===== config.mk =====
export PLATFORM = sky130hd
export DESIGN_NAME = fixed_to_float_seq
export DESIGN_NICKNAME = d
export VERILOG_FILES = /design/src/rtl/fixed_to_float_seq.sv
export SDC_FILE = /design/constraint.sdc
export NUM_CORES = 1
export LEC_CHECK = 0
export ABC_AREA = 1
export ABC_CLOCK_PERIOD_IN_PS = 2700
export BUFFER_PORTS_ARGS = -buffer_cell sky130_fd_sc_hd__buf_2
export CAP_MARGIN = 20
export CORE_ASPECT_RATIO = 0.6
export CORE_MARGIN = 2
export CORE_UTILIZATION = 50
export CTS_BUF_LIST = sky130_fd_sc_hd__clkbuf_16
export CTS_CLUSTER_SIZE = 24
export DETAILED_ROUTE_END_ITERATION = 16
export PLACE_DENSITY = 0.79
export SLEW_MARGIN = 10
export SYNTH_ARGS = -nofsm -noshare
export SYNTH_HDL_FRONTEND = slang
export SYNTH_SLANG_ARGS = --single-unit

===== constraint.sdc =====
create_clock -name CLK -period 2.7 [get_ports CLK]
set_clock_uncertainty 0.2 [all_clocks]
set_input_delay 0.135 -clock CLK [delete_from_list [all_inputs] [get_ports CLK]]
set_output_delay 0.135 -clock CLK [all_outputs]
set_load 0.01 [all_outputs]

===== src/rtl/fixed_to_float_seq.sv =====
// Iterative 32-bit two's-complement fixed-point (1 integer bit, 30 fraction bits)
// to IEEE-754 single converter: one normalising shift per clock, RNE rounding.
module fixed_to_float_seq #(
  parameter int unsigned W    = 32,
  parameter int unsigned FRAC = 30
) (
  input  logic         CLK,
  input  logic         RST,
  input  logic         START,
  input  logic [W-1:0] FIXED,
  output logic         BUSY,
  output logic         DONE,
  output logic [W-1:0] FLOAT
);

  // Biased exponent of a value whose leading one sits at bit W-1.
  localparam int unsigned EXP_TOP = 127 + (W - 1 - FRAC);

  typedef enum logic [1:0] {S_IDLE, S_NORM, S_ROUND} state_t;

  state_t       r_state, w_state_nxt;
  logic         r_sign,  w_sign_nxt;
  logic         r_zero,  w_zero_nxt;
  logic [W-1:0] r_mag,   w_mag_nxt;
  logic [4:0]   r_cnt,   w_cnt_nxt;
  logic         r_busy,  w_busy_nxt;
  logic         r_done,  w_done_nxt;
  logic [W-1:0] r_float, w_float_nxt;

  logic [W-1:0] w_abs;
  logic [22:0]  w_mant;
  logic         w_guard;
  logic         w_sticky;
  logic         w_rnd;
  logic [23:0]  w_mant_sum;
  logic [7:0]   w_exp;
  logic [W-1:0] w_result;

  // Most negative input maps to magnitude 0x80000000 as an unsigned value.
  assign w_abs = FIXED[W-1] ? (~FIXED + W'(1)) : FIXED;

  assign w_mant     = r_mag[30:8];
  assign w_guard    = r_mag[7];
  assign w_sticky   = |r_mag[6:0];
  assign w_rnd      = w_guard & (w_sticky | w_mant[0]);
  assign w_mant_sum = {1'b0, w_mant} + {23'b0, w_rnd};
  // A carry out of the mantissa leaves sum[22:0] already zero; only bump the exponent.
  assign w_exp      = 8'(EXP_TOP) - {3'b0, r_cnt} + {7'b0, w_mant_sum[23]};
  assign w_result   = {r_sign, w_exp, w_mant_sum[22:0]};

  always_comb begin
    w_state_nxt = r_state;
    w_sign_nxt  = r_sign;
    w_zero_nxt  = r_zero;
    w_mag_nxt   = r_mag;
    w_cnt_nxt   = r_cnt;
    w_busy_nxt  = r_busy;
    w_done_nxt  = 1'b0;
    w_float_nxt = r_float;
    case (r_state)
      S_IDLE: begin
        if (START) begin
          w_sign_nxt  = FIXED[W-1];
          w_mag_nxt   = w_abs;
          w_cnt_nxt   = '0;
          w_zero_nxt  = 1'b0;
          w_busy_nxt  = 1'b1;
          w_state_nxt = S_NORM;
        end
      end
      S_NORM: begin
        if (r_mag == '0) begin
          w_zero_nxt  = 1'b1;
          w_state_nxt = S_ROUND;
        end else if (r_mag[W-1]) begin
          w_state_nxt = S_ROUND;
        end else begin
          w_mag_nxt = {r_mag[W-2:0], 1'b0};
          w_cnt_nxt = r_cnt + 5'd1;
        end
      end
      S_ROUND: begin
        w_float_nxt = r_zero ? '0 : w_result;
        w_done_nxt  = 1'b1;
        w_busy_nxt  = 1'b0;
        w_state_nxt = S_IDLE;
      end
      default: w_state_nxt = S_IDLE;
    endcase
  end

  always_ff @(posedge CLK or negedge RST) begin
    if (!RST) begin
      r_state <= S_IDLE;
      r_sign  <= 1'b0;
      r_zero  <= 1'b0;
      r_mag   <= '0;
      r_cnt   <= '0;
      r_busy  <= 1'b0;
      r_done  <= 1'b0;
      r_float <= '0;
    end else begin
      r_state <= w_state_nxt;
      r_sign  <= w_sign_nxt;
      r_zero  <= w_zero_nxt;
      r_mag   <= w_mag_nxt;
      r_cnt   <= w_cnt_nxt;
      r_busy  <= w_busy_nxt;
      r_done  <= w_done_nxt;
      r_float <= w_float_nxt;
    end
  end

  assign BUSY  = r_busy;
  assign DONE  = r_done;
  assign FLOAT = r_float;

endmodule


==> flow_metrics.env, run 1 <==
export IMPL_status="completed"
export IMPL_final_hold_violation_count=0
export IMPL_max_cap_violations=0
export IMPL_drt_pass1_iter_count=5
export IMPL_io_buffer_count=68
export IMPL_synth_edf_count=0
export IMPL_cts_root_buffer="clkbuf_16"
export IMPL_synth_seq_area_share_pct=39.3
export IMPL_dpl_hpwl_um=10100
export IMPL_synth_top_area_share_pct=39.3
export IMPL_initial_core_util_pct=51.8
export IMPL_fp_coreArea_sq_um=9220
export IMPL_critPathCaptureType="register"
export IMPL_drt_total_wl_um=14000
export IMPL_dieArea_sq_um=10400
export IMPL_place_gp_congestion=0.949
export IMPL_timing_hold_ws_ns=0.00947
export IMPL_sw_frac_of_total_pct=42.5
export IMPL_synth_area_sq_um=4770
export IMPL_drcViolationCount=0
export IMPL_tightest_slew_ns=0.954
export IMPL_synth_area_leaders="dfrtp_1, nand2_1, nand3_1"
export IMPL_drt_wirelength_per_cell_um=15.1
export IMPL_netlist_cell_type_count=39
export IMPL_postSynthCellCount=692
export IMPL_clk_latency_ns=0.34
export IMPL_post_route_period_util_pct=94.2
export IMPL_path_clk_slew_ns=0.06
export IMPL_maxSlewViolCount=0
export IMPL_timing_final_crit_period_ns=2.54
export IMPL_grt_overflow=0
export IMPL_p_int_mw=3.54
export IMPL_clkPwrFrac_pct=21.0
export IMPL_grt_total_usage_pct=28.5
export IMPL_antenna_found_initial=0
export IMPL_setup_viol=0
export IMPL_cts_made_buffers=9
export IMPL_cp_start_kind="register"
export IMPL_vias_per_cell=5.50
export IMPL_antenna_cells=0
export IMPL_synth_seq_cells=75
export IMPL_clk_path_buf_depth=2
export IMPL_p_switching_mw=2.61
export IMPL_cp_data_required_time_ns=2.74
export IMPL_die_y_um=79.7
export IMPL_cp_max_fo=2
export IMPL_path_class="reg2reg"
export IMPL_grt_max_degree=76
export IMPL_die_w_um=130
export IMPL_hold_class="in2reg"
export IMPL_p_leak_nw=2.93
export IMPL_grt_pass1_wl_um=23000
export IMPL_ir_drop_mv=0.647
export IMPL_num_io_pins=69
export IMPL_ctsHtreeMaxLevel=3
export IMPL_synth_common_cells="nand2_1, nand3_1, nor2_1"
export IMPL_cp_arrival_ns=2.58
export IMPL_max_slew_margin_pct=36.4
export IMPL_grt_pass1_vias=4839
export IMPL_fillers=821
export IMPL_fin_tns_setup_ns=0
export IMPL_area_growth_pct=23.1
export IMPL_final_nets=831
export IMPL_synth_top_cell_by_area="dfrtp_1"
export IMPL_synth_most_common_cell="nand2_1"
export IMPL_ys_flop_type="dfrtp_1"
export IMPL_holdPathStages=4
export IMPL_vias=5090
export IMPL_rsz0062_at_grt="yes"
export IMPL_syn_nets=732
export IMPL_multi_input_area_sq_um=2560
export IMPL_pwr_share_seq_pct=33.3
export IMPL_first_iter_violations=577
export IMPL_clock_sinks=75
export IMPL_rows=27
export IMPL_ff_latch_area_sq_um=1880
export IMPL_drive_gt1_share_pct=17.0
export IMPL_antenna_left=0
export IMPL_ys_async_sr_fraction_pct=100
export IMPL_fmax_ghz=0.393
export IMPL_cellPowerDensity_nw_per_um2=1050
export IMPL_yosysWarnings=0
export IMPL_cts_tree="built"
export IMPL_avgSynthCellArea_sq_um=6.90
export IMPL_pwr_share_comb_pct=45.7
export IMPL_rr_worst_depth=14
## path summary, 6_finish.rpt
path | from | to | slack [ns]
max in group asynchronous | RST | r_mag[24] | 1.39
worst max-delay path | r_mag[12] | FLOAT[27] | 0.16
min in group asynchronous | RST | r_mag[30] | 0.27
worst min register to register | FLOAT[9] | FLOAT[9] | 0.27
worst max register to register | r_mag[12] | FLOAT[27] | 0.16
worst min-delay path | FIXED[12] | r_mag[12] | 0.009
## layout by cell type, fill, tap and decap left out, types with 3 or more instances in the layout
| master | n |
|---|---|
| buf_4 | 29 |
| nand3b_1 | 3 |
| o21ai_0 | 32 |
| dfrtp_1 | 75 |
| xor2_1 | 5 |
| clkbuf_16 | 9 |
| a21oi_1 | 28 |
| nor3_2 | 3 |
| nand4_1 | 9 |
| a32o_1 | 4 |
| nand2_1 | 199 |
| a22o_1 | 4 |
| o211ai_1 | 9 |
| a21o_1 | 3 |
| a21oi_2 | 5 |
| nand3_1 | 94 |
| nor3_1 | 7 |
| ha_1 | 4 |
| or2_2 | 3 |
| o21ai_1 | 8 |
| nor2_1 | 85 |
| buf_2 | 67 |
| nor2_2 | 8 |
| inv_1 | 60 |
| dlygate4sd3_1 | 15 |
## cell type report
type / instances / share of cell area (%)
Multi-Input combinational cell: 532 / 43.5
Clock inverter: 7 / 1.60
Clock buffer: 9 / 3.83
Inverter: 61 / 3.90
Timing Repair Buffer: 112 / 12.4
Tap cell: 130 / 2.77
Sequential cell: 75 / 31.9
## worst max-delay path: stages (launching register included)
cell	delay, ns
dfrtp_1	0.37
inv_2	0.05
nor3_2	0.18
nand2_1	0.12
nor2_2	0.15
nand2_1	0.10
nor3_2	0.15
nand4_1	0.20
ha_2	0.26
inv_1	0.05
ha_1	0.15
nand3_1	0.11
o21ai_2	0.15
a21oi_1	0.06
a21o_1	0.16
## power groups by stage
stage                     logic, mW  clock network (mW)  registers [mW]
after floorplan                1.71                   0            2.10
after global placement         2.65                   0            2.02
after detailed placement       2.72                   0            2.05
after CTS                      2.76                1.30            2.03
after global routing           3.16                1.35            2.11
final                          2.81                1.29            2.05
## logic make-up after synthesis
group | count (synthesis) | synth area share, %
and+or+nand+nor | 415 | 37.0
AOI/OAI and AO/OA | 105 | 13.6
buffers and inverters | 85 | 7.55
DFF | 75 | 39.3
xor gates and xnor gates | 7 | 1.28
adders and majority gates | 5 | 1.31
## per-stage QoR
stage / area (sq um) / total power [mW] / instances / utilization, % / worst slack [ns]
final: 5880 / 6.15 / 926 / 63.7 / 0.157
after detailed placement: 5350 / 4.76 / 893 / 58.0 / -0.0406
after CTS: 5820 / 6.09 / 924 / 63.2 / 0.0499
after global routing: 5880 / 6.62 / 926 / 63.7 / -0.0250
after floorplan: 4770 / 3.81 / 692 / - / 0.271
after global placement: 5350 / 4.68 / 893 / 58.0 / 0.0916
## sequential cells by signal (all words and copies together), names as in the netlist
signal and flops:
r_cnt 5, r_zero 1, BUSY 1, r_state 2, DONE 1, r_mag 32, r_sign 1, FLOAT 32
## what timing repair did
item | CTS | global route
endpoints found under the setup margin | 2 | 6
resized for setup | 2 | 5
pin swaps | 0 | 3
setup buffers | 0 | 1
endpoints found under the hold margin | 89 | 0
hold buffers | 15 | 0
## metal layers
metal	up-vias	wire length [um]	global-route usage, %
met5	-	0	0
met4	0	215	8.17
met3	22	1080	6.50
met2	194	5990	42.4
met1	2384	6680	41.7
li1	2490	-	-
(Power assumes the default switching activity.)
==> run 2: changes to the inputs <==
--- a/config.mk
+++ b/config.mk
@@ -5,7 +5,7 @@
 export SDC_FILE = /design/constraint.sdc
 export NUM_CORES = 1
 export LEC_CHECK = 0
-export ABC_AREA = 1
+export ABC_AREA = 0
 export ABC_CLOCK_PERIOD_IN_PS = 2700
 export BUFFER_PORTS_ARGS = -buffer_cell sky130_fd_sc_hd__buf_2
 export CAP_MARGIN = 20
@@ -15,7 +15,7 @@
 export CTS_BUF_LIST = sky130_fd_sc_hd__clkbuf_16
 export CTS_CLUSTER_SIZE = 24
 export DETAILED_ROUTE_END_ITERATION = 16
-export PLACE_DENSITY = 0.79
+export PLACE_DENSITY = 0.8
 export SLEW_MARGIN = 10
 export SYNTH_ARGS = -nofsm -noshare
 export SYNTH_HDL_FRONTEND = slang
==> run 2 against run 1 <==
Cell count shrank 24%; worst hold slack gained 0.00089 ns; final area shrank 4.5%; first-iteration DRC count grew 11%; via count shrank 13%; sequential share of layout area grew 1.5 points; routed wire length shrank 3.3%; combinational power grew 3%; register-to-register slack lost 0.09 ns.
==> flow_metrics.env, run 2 <==
export IMPL_finalPower_mw=6.14
export IMPL_grt_total_usage_pct=27.7
export IMPL_synth_area_sq_um=4540
export IMPL_cellPowerDensity_nw_per_um2=1090
export IMPL_clk_path_buf_depth=2
export IMPL_initial_core_util_pct=52.4
export IMPL_max_cap_violations=0
export IMPL_path_clk_slew_ns=0.06
export IMPL_final_cell_mix="dfrtp_1, buf_2, nand2_1"
export IMPL_cp_common_cell="nand3_1"
export IMPL_dpl_hpwl_um=9830
export IMPL_fmax_ghz=0.380
export IMPL_cts_tree="built"
export IMPL_clock_sinks=75
export IMPL_final_hold_violation_count=0
export IMPL_setup_viol=0
export IMPL_critPathCaptureType="register"
export IMPL_pre_cts_ws_ns=0.0428
export IMPL_cp_arrival_ns=2.67
export IMPL_ir_drop_mv=0.740
export IMPL_stdcell_count=700
export IMPL_drt_total_wl_um=13500
export IMPL_io_buffer_count=68
export IMPL_ctsHtreeMaxLevel=3
export IMPL_synth_common_cells="dfrtp_1, nand2_1, clkbuf_1, xor2_1, o31ai_1"
export IMPL_rows=26
export IMPL_yosysWarnings=0
export IMPL_syn_nets=528
export IMPL_post_route_period_util_pct=97.4
export IMPL_timing_hold_ws_ns=0.0104
export IMPL_synth_top_area_share_pct=41.4
export IMPL_final_nets=623
export IMPL_ys_async_sr_fraction_pct=100
export IMPL_synth_seq_cells=75
export IMPL_synth_most_common_cell="dfrtp_1"
export IMPL_drive_gt1_share_pct=23.0
export IMPL_place_gp_congestion=0.960
export IMPL_final_util_pct=64.8
export IMPL_num_io_pins=69
export IMPL_synth_area_leaders="dfrtp_1, xor2_1, o31ai_1"
export IMPL_cts_made_buffers=9
export IMPL_fillers=705
export IMPL_status="completed"
export IMPL_drt_pass1_iter_count=5
export IMPL_grt_pass1_vias=4173
export IMPL_avgSynthCellArea_sq_um=9.30
export IMPL_p_leak_nw=2.45
export IMPL_postSynthCellCount=488
export IMPL_fp_coreArea_sq_um=8650
export IMPL_postPlaceCellArea_sq_um=5130
export IMPL_fin_tns_setup_ns=0
export IMPL_synth_edf_count=0
export IMPL_tightest_slew_ns=0.651
export IMPL_synth_seq_area_share_pct=41.4
export IMPL_path_class="reg2reg"
export IMPL_cp_data_required_time_ns=2.74
export IMPL_antenna_found_initial=0
export IMPL_drcViolationCount=0
export IMPL_grt_overflow=0
export IMPL_holdPathStages=3
export IMPL_grt_pass1_wl_um=21500
export IMPL_hold_class="in2reg"
export IMPL_vias_per_cell=6.36
export IMPL_cpPeakStageDelay_ns=0.62
export IMPL_die_y_um=77.8
export IMPL_final_setup_worst_slack_ns=0.0712
export IMPL_netlist_cell_type_count=58
export IMPL_maxSlewViolCount=0
export IMPL_synth_top_cell_by_area="dfrtp_1"
export IMPL_finish_instance_area_sq_um=5610
export IMPL_grt_max_degree=50
export IMPL_dp_cells=666
export IMPL_ys_flop_type="dfrtp_1"
export IMPL_area_growth_pct=23.7
export IMPL_first_iter_violations=642
export IMPL_cp_start_kind="register"
export IMPL_cts_root_buffer="clkbuf_16"
export IMPL_vias=4450
export IMPL_clk_latency_ns=0.35
export IMPL_dieArea_sq_um=9880
export IMPL_drt_wirelength_per_cell_um=19.3
export IMPL_timing_final_crit_period_ns=2.63
export IMPL_path_cells="nand3_1 > or4_4 > nor2_4 > nand4_1 > ha_1 > inv_1 > nand3_1 > or3_1 > a22o_1"
export IMPL_crit_path_top_delay_cell="or4_4"
export IMPL_die_w_um=127
export IMPL_cp_max_fo=4
export IMPL_max_slew_margin_pct=56.2
export IMPL_rr_worst_depth=9
export IMPL_antenna_cells=0
export IMPL_antenna_left=0
export IMPL_mostFrequentLayoutCell="dfrtp_1"
## run 2: cell types whose count changed in the layout (fill, tap and decap cells not counted), sizes merged, moves of 8 or more
cell,delta
a21oi,-21
a22o,+13
inv,-41
nand2,-155
nand3,-83
nor2,-65
nor4,+16
o211ai,-8
o21ai,-20
o31ai,+28
or3,+11
or4,+8
xnor2,+15
xor2,+23
## run 2: where the power goes
part | internal, mW | leakage (nW) | switching, mW
clock network | 0.703 | 0.141 | 0.469
registers | 1.64 | 0.932 | 0.439
logic | 1.24 | 1.38 | 1.65
## run 2: final cells by class
class | count | area, sq um | share of cell area [%]
Multi-Input combinational cell | 359 | 2470 | 44.1
Timing Repair Buffer | 119 | 763 | 13.6
Tap cell | 112 | 140 | 2.50
Clock inverter | 7 | 61.3 | 1.09
Inverter | 19 | 71.3 | 1.27
Clock buffer | 9 | 225 | 4.01
Sequential cell | 75 | 1880 | 33.4
## run 2: routing by layer
layer  GRT usage (%)  up-vias  routed length, um
met3            7.10       28               1290
met2            39.9      253               5670
met5               0        -                  0
met4            7.36        0                207
li1                -     2021                  -
met1            41.1     2148               6340
## run 2: path summary, 6_finish.rpt
path	startpoint	end	slack (ns)
min	FIXED[24]	r_mag[24]	0.01
min in group asynchronous	RST	FLOAT[1]	0.13
max in group asynchronous	RST	r_mag[19]	1.31
min reg2reg	FLOAT[13]	FLOAT[13]	0.28
max	r_mag[14]	FLOAT[28]	0.07
max reg2reg	r_mag[14]	FLOAT[28]	0.07
## run 2: timing repair
| item | CTS | global route |
|---|---|---|
| buffers inserted | 0 | 1 |
| hold buffers | 16 | 0 |
| setup endpoints to repair | 0 | 5 |
| hold endpoints to repair | 40 | 0 |
| gates resized for setup | 0 | 4 |
## run 2: kinds of logic (layout without fill, tap and decap cells)
kind of cell | count (synthesis) | after routing | synth area share [%]
and+or+nand+nor | 171 | 171 | 19.9
AOI/OAI and AO/OA | 131 | 131 | 22.4
DFF | 75 | 75 | 41.4
adders and majority gates | 5 | 5 | 1.38
xor gates and xnor gates | 45 | 45 | 8.68
muxes | 7 | 7 | 1.60
buffers and inverters | 54 | 154 | 4.71
## run 2: critical path, delay by kind of cell (launching register included)
family | cells | cell delay (ns)
AO/OA/AOI/OAI | 1 | 0.20
adder cells (fa/ha/maj) | 1 | 0.19
buffers and inverters | 1 | 0.06
flip-flops | 1 | 0.40
AND/OR/NAND/NOR | 6 | 1.45
==> run 3: changes to the inputs <==
--- a/config.mk
+++ b/config.mk
@@ -11,11 +11,11 @@
 export CAP_MARGIN = 20
 export CORE_ASPECT_RATIO = 0.6
 export CORE_MARGIN = 2
-export CORE_UTILIZATION = 50
+export CORE_UTILIZATION = 35
 export CTS_BUF_LIST = sky130_fd_sc_hd__clkbuf_16
 export CTS_CLUSTER_SIZE = 24
 export DETAILED_ROUTE_END_ITERATION = 16
-export PLACE_DENSITY = 0.8
+export PLACE_DENSITY = 0.62
 export SLEW_MARGIN = 10
 export SYNTH_ARGS = -nofsm -noshare
 export SYNTH_HDL_FRONTEND = slang
==> run 3 against run 2 <==
Worst hold slack better by 0.0068 ns; first-iteration DRC count is 41% lower; fmax is 0.61% higher; critical endpoint is now r_mag[12]; largest power group unchanged; total power is 4.3% higher; die area is 41% higher; sequential power is 2% higher; global-route usage is 7.1 points lower; sequential cell count stayed put; largest cell class unchanged; cell count is 8.4% higher.
==> flow_metrics.env, run 3 (synthesis results as in run 2) <==
export IMPL_cellPowerDensity_nw_per_um2=1110
export IMPL_finalPower_mw=6.41
export IMPL_area_growth_pct=27.5
export IMPL_postPlaceCellArea_sq_um=5210
export IMPL_post_route_period_util_pct=96.8
export IMPL_r2r_end="FLOAT[28]"
export IMPL_drt_pass1_iter_count=4
export IMPL_drive_gt1_share_pct=23.3
export IMPL_grt_total_usage_pct=20.6
export IMPL_rows=32
export IMPL_clk_latency_ns=0.34
export IMPL_status="completed"
export IMPL_die_w_um=151
export IMPL_vias=4320
export IMPL_io_buffer_count=68
export IMPL_setup_worst_path_start="FIXED[3]"
export IMPL_clock_sinks=75
export IMPL_endpoint="r_mag[12]"
export IMPL_stdcell_count=759
export IMPL_grt_overflow=0
export IMPL_final_cell_mix="dfrtp_1, buf_2, nand2_1"
export IMPL_cp_arrival_ns=2.60
export IMPL_crit_path_top_delay_cell="dlygate4sd3_1"
export IMPL_antenna_cells=0
export IMPL_drt_total_wl_um=14000
export IMPL_cp_data_required_time_ns=2.69
export IMPL_dp_cells=723
export IMPL_max_slew_margin_pct=54.2
export IMPL_timing_hold_ws_ns=0.0172
export IMPL_dieArea_sq_um=13900
export IMPL_clk_path_buf_depth=2
export IMPL_r2r_start="r_mag[15]"
export IMPL_rr_worst_depth=9
export IMPL_fin_tns_setup_ns=0
export IMPL_critPathCaptureType="register"
export IMPL_dpl_hpwl_um=10200
export IMPL_final_nets=624
export IMPL_cp_max_fo=6
export IMPL_drcViolationCount=0
export IMPL_setup_viol=0
export IMPL_fillers=1257
export IMPL_cts_tree="built"
export IMPL_antenna_found_initial=0
export IMPL_grt_max_degree=76
export IMPL_hold_class="in2reg"
export IMPL_path_buf_inv=3
export IMPL_final_util_pct=45.4
export IMPL_path_clk_slew_ns=0.06
export IMPL_p_leak_nw=2.50
export IMPL_grt_pass1_wl_um=22200
export IMPL_timing_final_crit_period_ns=2.61
export IMPL_reg2reg_slack_ns=0.12
export IMPL_crit_cells=8
export IMPL_cts_made_buffers=9
export IMPL_ir_drop_mv=0.422
export IMPL_cpPeakStageDelay_ns=0.53
export IMPL_path_cells="dlygate4sd3_1 > buf_2 > or4_1 > buf_4 > or3_1 > o21ai_0 > xor2_1 > o221ai_1"
export IMPL_pre_cts_ws_ns=0.0635
export IMPL_final_hold_violation_count=0
export IMPL_die_y_um=92.2
export IMPL_num_io_pins=69
export IMPL_finish_instance_area_sq_um=5790
export IMPL_drt_wirelength_per_cell_um=18.5
export IMPL_first_iter_violations=378
export IMPL_initial_core_util_pct=35.6
export IMPL_cts_root_buffer="clkbuf_16"
export IMPL_crit_family="simple AND/OR/NAND/NOR gates"
export IMPL_mostFrequentLayoutCell="dfrtp_1"
export IMPL_cp_start_kind="input pin"
export IMPL_fp_coreArea_sq_um=12700
export IMPL_place_gp_congestion=0.914
export IMPL_vias_per_cell=5.69
export IMPL_maxSlewViolCount=0
export IMPL_antenna_left=0
export IMPL_tightest_slew_ns=0.681
export IMPL_fmax_ghz=0.383
export IMPL_max_cap_violations=0
export IMPL_ctsHtreeMaxLevel=3
export IMPL_final_setup_worst_slack_ns=0.0871
export IMPL_path_class="in2reg"
export IMPL_holdPathStages=3
export IMPL_grt_pass1_vias=4056
[run 3: worst register-to-register path, delay by kind of cell, from the launching register on]
family	cells	cell delay, ns
buf+inv	1	0.07
flops	1	0.42
compound gates	1	0.20
simple gates	6	1.38
fa+ha+maj	1	0.20
[run 3: worst min-delay path by stage]
stage / from / to
2_1_floorplan: RST / BUSY
3_3_place_gp: RST / FLOAT[4]
3_5_place_dp: RST / FLOAT[4]
4_1_cts: FIXED[14] / r_mag[14]
5_1_grt: FIXED[5] / r_mag[5]
6_report: FIXED[14] / r_mag[14]
[run 3: layout make-up]
type,instances,area [sq um],share of cell area (%)
clock inverters,7,140,2.42
multi-input cells,359,2470,42.8
inverters,19,71.3,1.23
well taps,170,213,3.68
flip-flops and latches,75,1880,32.4
clock buffers,9,225,3.89
repair buffers,120,786,13.6
[run 3: repair_timing]
| item | in CTS | in global routing |
|---|---|---|
| hold endpoints to repair | 91 | 0 |
| gates resized for setup | 0 | 4 |
| endpoints found under the setup margin | 0 | 6 |
| hold buffers | 17 | 0 |
| setup buffers | 0 | 2 |
[run 3: layer usage]
metal | GRT usage, % | wire length, um | vias to the layer above
met1 | 32.0 | 7180 | 2157
li1 | - | - | 2022
met4 | 3.35 | 80 | 0
met5 | 0 | 0 | -
met2 | 28.8 | 5900 | 133
met3 | 5.37 | 848 | 8
[run 3: power by group]
| group | total [mW] | switching (mW) | leakage, nW | internal, mW |
|---|---|---|---|---|
| clock network | 1.48 | 0.481 | 0.177 | 0.996 |
| logic | 2.80 | 1.58 | 1.39 | 1.22 |
| registers | 2.13 | 0.496 | 0.932 | 1.64 |
| total | 6.41 | 2.55 | 2.50 | 3.85 |
